File: src/rtl/lsu_pkg.sv
// Shared encodings for the load/store unit: access sizes, controller states and the
// alignment rule used when MISALIGN_TRAP_EN is defined.
package lsu_pkg;

  localparam logic [1:0] SZ_BYTE = 2'b00;
  localparam logic [1:0] SZ_HALF = 2'b01;
  localparam logic [1:0] SZ_WORD = 2'b10;

  typedef enum logic [1:0] {
    IDLE     = 2'd0,
    LD_WAIT  = 2'd1,
    ST_MERGE = 2'd2
  } lsu_state_e;

  // Size 2'b11 behaves as a word access.
  function automatic logic is_misaligned(input logic [1:0] size, input logic [1:0] off);
    logic mis;
    case (size)
      SZ_BYTE: mis = 1'b0;
      SZ_HALF: mis = off[0];
      default: mis = (off != 2'b00);
    endcase
    return mis;
  endfunction

endpackage

File: src/rtl/lsu_lane_align.sv
// Combinational lane logic: little-endian load extract/extend and sub-word store merge.
// Half accesses use only off[1]; word accesses ignore the offset.
module lsu_lane_align
  import lsu_pkg::*;
(
  input  logic [31:0] i_word,
  input  logic [31:0] i_new,
  input  logic [1:0]  i_off,
  input  logic [1:0]  i_size,
  input  logic        i_unsigned,
  output logic [31:0] o_load,
  output logic [31:0] o_merged
);

  logic [7:0]  w_byte;
  logic [15:0] w_half;

  always_comb begin
    w_byte   = i_word[7:0];
    w_half   = i_off[1] ? i_word[31:16] : i_word[15:0];
    o_load   = i_word;
    o_merged = i_new;
    unique case (i_off)
      2'd0:    w_byte = i_word[7:0];
      2'd1:    w_byte = i_word[15:8];
      2'd2:    w_byte = i_word[23:16];
      default: w_byte = i_word[31:24];
    endcase
    case (i_size)
      SZ_BYTE: begin
        o_load = {{24{~i_unsigned & w_byte[7]}}, w_byte};
        unique case (i_off)
          2'd0:    o_merged = {i_word[31:8], i_new[7:0]};
          2'd1:    o_merged = {i_word[31:16], i_new[7:0], i_word[7:0]};
          2'd2:    o_merged = {i_word[31:24], i_new[7:0], i_word[15:0]};
          default: o_merged = {i_new[7:0], i_word[23:0]};
        endcase
      end
      SZ_HALF: begin
        o_load   = {{16{~i_unsigned & w_half[15]}}, w_half};
        o_merged = i_off[1] ? {i_new[15:0], i_word[15:0]} : {i_word[31:16], i_new[15:0]};
      end
      default: begin
        o_load   = i_word;
        o_merged = i_new;
      end
    endcase
  end

endmodule

File: src/rtl/lsu_dmem_ctrl.sv
// MEM-stage requester for a one-cycle synchronous-read data memory; sub-word stores are
// read-modify-write. Define MISALIGN_TRAP_EN to reject misaligned half/word accesses.
module lsu_dmem_ctrl
  import lsu_pkg::*;
#(
  parameter int unsigned ADDR_W     = 32,
  parameter int unsigned DEPTH_LOG2 = 8
) (
  input  logic              i_clk,
  input  logic              i_rst,
  input  logic              i_req_valid,
  output logic              o_req_ready,
  input  logic              i_req_we,
  input  logic [1:0]        i_req_size,
  input  logic              i_req_unsigned,
  input  logic [ADDR_W-1:0] i_req_addr,
  input  logic [31:0]       i_req_wdata,
  output logic              o_resp_valid,
  output logic [31:0]       o_resp_rdata,
  output logic              o_resp_err,
  output logic              o_dmem_we,
  output logic [ADDR_W-1:0] o_dmem_ask_addr,
  output logic [31:0]       o_dmem_wdata,
  input  logic [31:0]       i_dmem_rdata
);

  localparam int unsigned IdxHi = DEPTH_LOG2 + 1;

  lsu_state_e        r_state, w_state_nxt;
  logic [1:0]        r_off, r_size;
  logic              r_unsigned;
  logic [ADDR_W-1:0] r_addr;
  logic [31:0]       r_wdata;
  logic              r_resp_pend, r_resp_err;

  logic              w_accept, w_misalign, w_latch, w_pend_nxt, w_err_nxt;
  logic              w_valid, w_err, w_we;
  logic [ADDR_W-1:0] w_req_aligned, w_addr;
  logic [31:0]       w_wdata, w_rdata, w_load, w_merged;

  // Upper bits pass through untouched; aliasing above the index is the memory's business.
  assign w_req_aligned = {i_req_addr[ADDR_W-1:IdxHi+1], i_req_addr[IdxHi:2], 2'b00};
  assign o_req_ready   = (r_state == IDLE);
  assign w_accept      = i_req_valid & o_req_ready;

`ifdef MISALIGN_TRAP_EN
  assign w_misalign = is_misaligned(i_req_size, i_req_addr[1:0]);
`else
  assign w_misalign = 1'b0;
`endif

  lsu_lane_align u_lane_align (
    .i_word     (i_dmem_rdata),
    .i_new      (r_wdata),
    .i_off      (r_off),
    .i_size     (r_size),
    .i_unsigned (r_unsigned),
    .o_load     (w_load),
    .o_merged   (w_merged)
  );

  always_comb begin
    w_state_nxt = r_state;
    w_latch     = 1'b0;
    w_pend_nxt  = 1'b0;
    w_err_nxt   = 1'b0;
    w_we        = 1'b0;
    w_addr      = w_req_aligned;
    w_wdata     = i_req_wdata;
    w_valid     = r_resp_pend;
    w_rdata     = 32'h0;
    w_err       = r_resp_err;
    unique case (r_state)
      IDLE: begin
        if (w_accept) begin
          if (w_misalign) begin
            w_pend_nxt = 1'b1;
            w_err_nxt  = 1'b1;
          end else if (!i_req_we) begin
            w_latch     = 1'b1;
            w_state_nxt = LD_WAIT;
          end else if (i_req_size == SZ_BYTE || i_req_size == SZ_HALF) begin
            w_latch     = 1'b1;
            w_state_nxt = ST_MERGE;
          end else begin
            w_we       = 1'b1;
            w_pend_nxt = 1'b1;
          end
        end
      end
      LD_WAIT: begin
        w_addr      = r_addr;
        w_valid     = 1'b1;
        w_rdata     = w_load;
        w_err       = 1'b0;
        w_state_nxt = IDLE;
      end
      ST_MERGE: begin
        w_addr      = r_addr;
        w_we        = 1'b1;
        w_wdata     = w_merged;
        w_valid     = 1'b1;
        w_err       = 1'b0;
        w_state_nxt = IDLE;
      end
      default: w_state_nxt = IDLE;
    endcase
  end

  // Reset gates every externally visible effect, including an in-flight merge write.
  assign o_resp_valid    = w_valid & ~i_rst;
  assign o_resp_rdata    = o_resp_valid ? w_rdata : 32'h0;
  assign o_resp_err      = w_err & o_resp_valid;
  assign o_dmem_we       = w_we & ~i_rst;
  assign o_dmem_ask_addr = w_addr;
  assign o_dmem_wdata    = w_wdata;

  always_ff @(posedge i_clk) begin
    if (i_rst) begin
      r_state     <= IDLE;
      r_resp_pend <= 1'b0;
      r_resp_err  <= 1'b0;
    end else begin
      r_state     <= w_state_nxt;
      r_resp_pend <= w_pend_nxt;
      r_resp_err  <= w_err_nxt;
    end
  end

  always_ff @(posedge i_clk) begin
    if (w_latch) begin
      r_off      <= i_req_addr[1:0];
      r_size     <= i_req_size;
      r_unsigned <= i_req_unsigned;
      r_addr     <= w_req_aligned;
      r_wdata    <= i_req_wdata;
    end
  end

endmodule

File: config.mk
export PLATFORM = sky130hd
export DESIGN_NAME = lsu_dmem_ctrl
export DESIGN_NICKNAME = d
export VERILOG_FILES = /design/src/rtl/lsu_pkg.sv /design/src/rtl/lsu_lane_align.sv /design/src/rtl/lsu_dmem_ctrl.sv
export SDC_FILE = /design/constraint.sdc
export NUM_CORES = 1
export LEC_CHECK = 0
export ABC_AREA = 1
export CAP_MARGIN = 15
export CORE_ASPECT_RATIO = 1.25
export CORE_MARGIN = 3
export CORE_UTILIZATION = 25
export CTS_BUF_LIST = sky130_fd_sc_hd__clkbuf_16
export DETAILED_ROUTE_END_ITERATION = 16
export GPL_ROUTABILITY_DRIVEN = 0
export HOLD_SLACK_MARGIN = 0.1
export PLACE_DENSITY = 0.47
export SYNTH_ARGS = -nofsm -noshare
export SYNTH_HDL_FRONTEND = slang
export SYNTH_HIERARCHICAL = 1
export SYNTH_SLANG_ARGS = --single-unit
File: constraint.sdc
create_clock -name i_clk -period 7.3 [get_ports i_clk]
set_input_delay 1.46 -clock i_clk [delete_from_list [all_inputs] [get_ports i_clk]]
set_output_delay 1.46 -clock i_clk [all_outputs]
set_load 0.02 [all_outputs]
## Yosys cells after proc, flatten, opt, wreduce, memory -nomap -nowiden

Cells that the tools add are included.

| storage, ports and cells | value |
|---|---|
| flip-flop bits (word level) | 70 |
| bits of input ports | 103 |
| output and inout port bits | 100 |
| word-level logic and storage cells | 51 |

| operators by class | value |
|---|---|
| equality and inequality tests | 7 |
| multiplexer cells | 21 |
| bitwise operators | 8 |
| reductions and logical operators | 8 |

Operator list:

| kind | number |
|---|---|
| two-way mux 32 bit | 5 |
| case mux 32 bit (2 select lines) | 2 |
| case mux 32 bit (3 select lines) | 1 |
| case mux 8 bit (3 select lines) | 1 |
| two-way mux 16 bit | 1 |
| == test 2 x 1 -> 1 bit (second input constant) | 4 |
| zero test 2 bit | 4 |
| two-way mux 1 bit | 8 |
| AND 1 bit | 5 |
| == test 2 bit (second input constant) | 2 |
| two-way mux 2 bit | 2 |
| OR reduction 2 bit | 2 |
| NOT 1 bit | 3 |
| != test 2 x 1 -> 1 bit (second input constant) | 1 |
| case mux 1 bit (2 select lines) | 1 |
| AND reduction 2 bit | 1 |
| logical OR 1 bit | 1 |

## Depth between registers and ports, before layout

| depth | value |
|---|---|
| depth in word-level cells | 7 |
| gate-level depth with buffers | 10 |
| gate-level depth less buffers | 8 |

## By module

Netlist, hierarchy kept.

By module, submodules not included:

| module | instances | cells an instance | area an instance (µm²) | seq. area each (µm²) |
|---|---|---|---|---|
| lsu_dmem_ctrl | 1 | 367 | 3240.6 | 2072.0 |
| lsu_lane_align | 1 | 373 | 1854.3 | 0.0 |

## Worst setup path before layout

Ideal clock, no wire load.

| timing | value |
|---|---|
| kind | input to output |
| from | in i_dmem_rdata[15] |
| to | out o_resp_rdata[24] |
| arrival time | 2435 ps |
| required time | 5840 ps |
| slack | 3405 ps |
| cell stages on the path | 7 |
| buffers on the path | 1 |
| cells stage by stage | inv_1 -> o21ai_1 -> nand3_4 -> buf_6 -> nand3_1 -> inv_1 -> nor2_1 |

| between the ends | value |
|---|---|
| word-level cells in the longest chain between the ends | 5 |
| elaborated cells on any way between the ends | 7 |
| those cells by class | 5 x mux; 2 x bitwise |

Ends and longest elaborated chain:

| what | RTL line | source |
|---|---|---|
| from (decl) | lsu_dmem_ctrl.sv:24 | `input logic [31:0] i_dmem_rdata` |
| case mux 8 bit (3 select lines) / two-way mux 16 bit (equally long branches) | lsu_lane_align.sv:23, lsu_lane_align.sv:20 |  |
| AND 1 bit (on tied branches) | lsu_lane_align.sv:31, lsu_lane_align.sv:40 |  |
| case mux 32 bit (2 select lines) * | lsu_lane_align.sv:29 | `case (i_size)` |
| via w_load[24] | lsu_dmem_ctrl.sv:39 | `logic [31:0] w_wdata, w_rdata, w_load, w_merged;` |
| two-way mux 32 bit * | lsu_dmem_ctrl.sv:73 | `unique case (r_state)` |
| two-way mux 32 bit * | lsu_dmem_ctrl.sv:112 | `assign o_resp_rdata = o_resp_valid ? w_rdata : 32'h0;` |
| to (decl) | lsu_dmem_ctrl.sv:19 | `output logic [31:0] o_resp_rdata,` |

The timed path passes the listed nets; every way through them passes the cells marked *.

## Worst setup path after layout

| timing | value |
|---|---|
| from | in i_dmem_rdata[15] |
| to | out o_resp_rdata[16] |

Same word-level chain as after synthesis.

==> tab_implementation.tex <==
\begin{tabular}{lr}
\hline
Metric & Value \\
\hline
\multicolumn{2}{l}{\textbf{Finish}} \\
\quad Fin cells & 1,186 \\
\quad Count of filler cells inserted in the layout & roughly 2.2k \\
\quad Final antenna diode count & 0 \\
\quad Final instance area & 7570 µm² \\
\quad Multi-input gate area in the final layout & 2510 µm² \\
\quad Area of all sequential standard cells & around 2100 µm² \\
\quad Nets & roughly 1k \\
\quad Fraction of layout cells with a size suffix above 1 & 5.54\% \\
\quad Area delta synth->final & 48.6\% \\
\quad Commonest non-fill, non-tap cells in the layout & sky130\_fd\_sc\_hd\_\_nand2\_1 (331), sky130\_fd\_sc\_hd\_\_clkdlybuf4s50\_1 (199), sky130\_fd\_sc\_hd\_\_edfxtp\_1 (67) \\
\quad Most common cell after layout, fill and taps aside & sky130\_fd\_sc\_hd\_\_nand2\_1 \\
\multicolumn{2}{l}{\textbf{Drt}} \\
\quad Per-cell via count in the routed design & 4.49 \\
\quad Total wire length after detailed routing & 19.4 mm \\
\quad Wire length on met3 & 1.79 mm \\
\quad WL met2 & 9.00 mm \\
\quad Routed Antenna Nets & 0 \\
\quad First drt pass iteration count & 5 \\
\quad Max Used Layer & met5 \\
\quad Wl on met1 & 8.01 mm \\
\quad DRC violation count after routing & 0 \\
\quad Routed length per instance & about 16 µm \\
\quad Number of design-rule violations left by the first detailed-router iteration & 219 \\
\quad Vias after detailed routing & $\sim$5.3k \\
\multicolumn{2}{l}{\textbf{Timing}} \\
\quad Peak Freq & 200 MHz \\
\quad Finish-stage setup viols & 0 \\
\quad Unrepaired setup endpoints after global routing & no \\
\quad Worst clock skew & 0.00718 ns \\
\quad Final setup TNS & 0 ns \\
\quad Worst relative slew slack & 35.3\% \\
\quad Final Slew Violations & 0 \\
\quad Share of the clock period used by the worst path after layout & 68.6\% \\
\quad Final Hold Violating Endpoints & 0 \\
\quad Transition at the pin with the smallest max-transition slack & 0.970 ns \\
\quad Worst slack on hold paths & 0.479 ns \\
\quad Time the worst path needs with I/O delays and setup & around 5.0 ns \\
\multicolumn{2}{l}{\textbf{GRT}} \\
\quad Overall fraction of global-route tracks in use & 17.3\% \\
\quad Global-route wire length before repair & just over 30 mm \\
\quad Gr ovfl total & 0 \\
\quad Initial antenna violation count & 1 \\
\quad Largest net degree at the start of global routing & 69 \\
\quad Vias in the first global route & 5,343 \\
\multicolumn{2}{l}{\textbf{Power and ir drop}} \\
\quad Proportion of power drawn by combinational gates & 33.8\% \\
\quad Clock share of power & 32.2\% \\
\quad Leakage power summed over all cells & 0.00335 µW \\
\quad Total net switching power & approximately 480 µW \\
\quad Pint & 981 µW \\
\quad Part of the power in registers & between 30\% and 40\% \\
\quad Switching Fraction & around a third \\
\quad PwrDens & between 150 and 200 nW/µm² \\
\quad Worst supply voltage drop on vdd & between 100 and 150 µV \\
\quad Overall power & 1460 µW \\
\multicolumn{2}{l}{\textbf{Status}} \\
\quad Run status & finished, final reports clean \\
\multicolumn{2}{l}{\textbf{Logic synthesis}} \\
\quad Gate count after technology mapping & 740 \\
\quad Distinct cell type count after synthesis & 28 \\
\quad Mapped Area & 5090 µm² \\
\quad Register bit total from synthesis & 70 \\
\quad Per-instance average area after synthesis & 6.88 µm² \\
\quad Yosys warning total & 6 \\
\quad Sequential fraction of the synthesis area & around two fifths \\
\multicolumn{2}{l}{\textbf{Clock tree}} \\
\quad Count of cells resized by post-cts repair & 0 \\
\quad Clock tree from TritonCTS & done \\
\quad Number of setup buffers added after CTS & 0 \\
\quad Library cell used as clock root buffer & sky130\_fd\_sc\_hd\_\_clkbuf\_16 \\
\quad Count of hold buffers inserted by post-cts repair & 0 \\
\quad H-tree lvl count & 3 \\
\quad Clock latency on the worst-skew pair & 0.34 ns \\
\quad CTS buffer count & 9 \\
\quad Number of sinks handled by clock tree synthesis & 70 \\
\quad Clock slew at the register clock pins of the worst setup and hold paths & 0.06 ns \\
\quad Clk buf depth & 2 \\
\multicolumn{2}{l}{\textbf{Hold path}} \\
\quad Hold path depth & 2 \\
\quad Worst min path class & reg -> reg \\
\multicolumn{2}{l}{\textbf{Worst setup path}} \\
\quad CP Capture Type & output port \\
\quad Largest fanout on the critical path & 16 \\
\quad Register-to-Register Path Depth & 7 \\
\quad Startpoint class of the critical path & primary input \\
\quad CP Data Required Time & just under 6 ns \\
\quad Worst path arrival time & 3.55 ns \\
\quad Startpoint-to-endpoint class of the critical path & in -> out \\
\multicolumn{2}{l}{\textbf{Floorplan}} \\
\quad Count of pins on the block boundary & 203 \\
\quad Starting Density & roughly a quarter \\
\quad Floorplan core area & 19,800 µm² \\
\quad Count of standard-cell rows & 57 \\
\quad Die Span Y & 166 µm \\
\quad Overall die width & 134 µm \\
\quad Area of the die & 22,100 µm² \\
\multicolumn{2}{l}{\textbf{Placed design}} \\
\quad Post-detail-place hpwl & 14.8 mm \\
\quad Placed instance count & $\sim$1.2k \\
\quad Placed Area & 7230 µm² \\
\quad Number of port buffers & approximately 200 \\
\multicolumn{2}{l}{\textbf{Run}} \\
\quad Max Cap Violations & 0 \\
\hline
\end{tabular}
-- routing by layer --
layer | track usage, % | up-vias
li1 | - | 2711
met1 | 20.6 | 2376
met2 | 28.2 | 208
met3 | 6.83 | 31
met4 | 6.35 | 2
met5 | 0 | -
-- final timing paths --
| path | startpoint | endpoint | slack [ns] |
|---|---|---|---|
| worst max-delay path | i_dmem_rdata[15] | o_resp_rdata[16] | 2.29 |
| worst min-delay path | r_state[1] | r_state[1] | 0.48 |
| worst max register to register | r_state[0] | r_wdata[4] | 5.33 |
| worst min register to register | r_state[1] | r_state[1] | 0.48 |
-- critical path: stages --
cell                              delay (ns)
sky130_fd_sc_hd__clkdlybuf4s50_1        0.54
sky130_fd_sc_hd__inv_1                  0.07
sky130_fd_sc_hd__o21ai_1                0.24
sky130_fd_sc_hd__nand3_4                0.29
sky130_fd_sc_hd__nand3_2                0.15
sky130_fd_sc_hd__inv_1                  0.05
sky130_fd_sc_hd__nor2_1                 0.10
sky130_fd_sc_hd__clkdlybuf4s50_1        0.64
-- cell families after synthesis --
logic type,Yosys count,share of synthesized area [%]
compound gates,68,7.24
flops,70,40.7
simple gates,483,41.1
fa+ha+maj,3,0.737
other cells,1,0.0736
buf+inv,115,10.2
-- cell usage after synthesis, drive strengths merged --
master  number  share of area, %
nand2      333                25
inv         69               5.1
edfxtp      67                39
nor2        67               6.0
nand3       60               7.4
o21ai       33               3.3
buf         31               4.0
a21oi       25               2.5
clkbuf      15               1.1
o211ai      10               1.5
nand3b       8               1.2
nand4        8              0.98
nor3         7              0.69
dfxtp        3               1.2
ha           3              0.74
conb         1             0.074
-- stage by stage --
stage	worst slack (ns)	util (%)
final	2.29	38.3
after global routing	2.08	38.3
after CTS	2.07	38.2
after detailed placement	2.06	36.6
after global placement	2.05	36.6
after floorplan	3.41	-
-- layout make-up --
class                   instances  share of cell area, %
flip-flops and latches         70                   27.4
clock inverters                 7                   1.17
inverters                      69                   3.42
multi-input cells             557                   33.1
repair buffers                209                   27.6
clock buffers                   9                   2.97
well taps                     265                   4.38
-- registers in the layout (all words and copies together), names as in the netlist --
register / cells
r_wdata: 32
r_state: 2
r_size: 2
r_unsigned: 1
r_addr: 30
r_off: 2
r_resp_pend: 1
-- power groups by stage --
stage	Combinational [µW]	Sequential [µW]	Clock [µW]
2_1_floorplan	272	499	0
3_3_place_gp	497	505	0
3_5_place_dp	496	505	0
4_1_cts	500	497	484
5_1_grt	541	499	498
6_report	492	496	470
No activity file was read; power rests on OpenSTA's default activity.
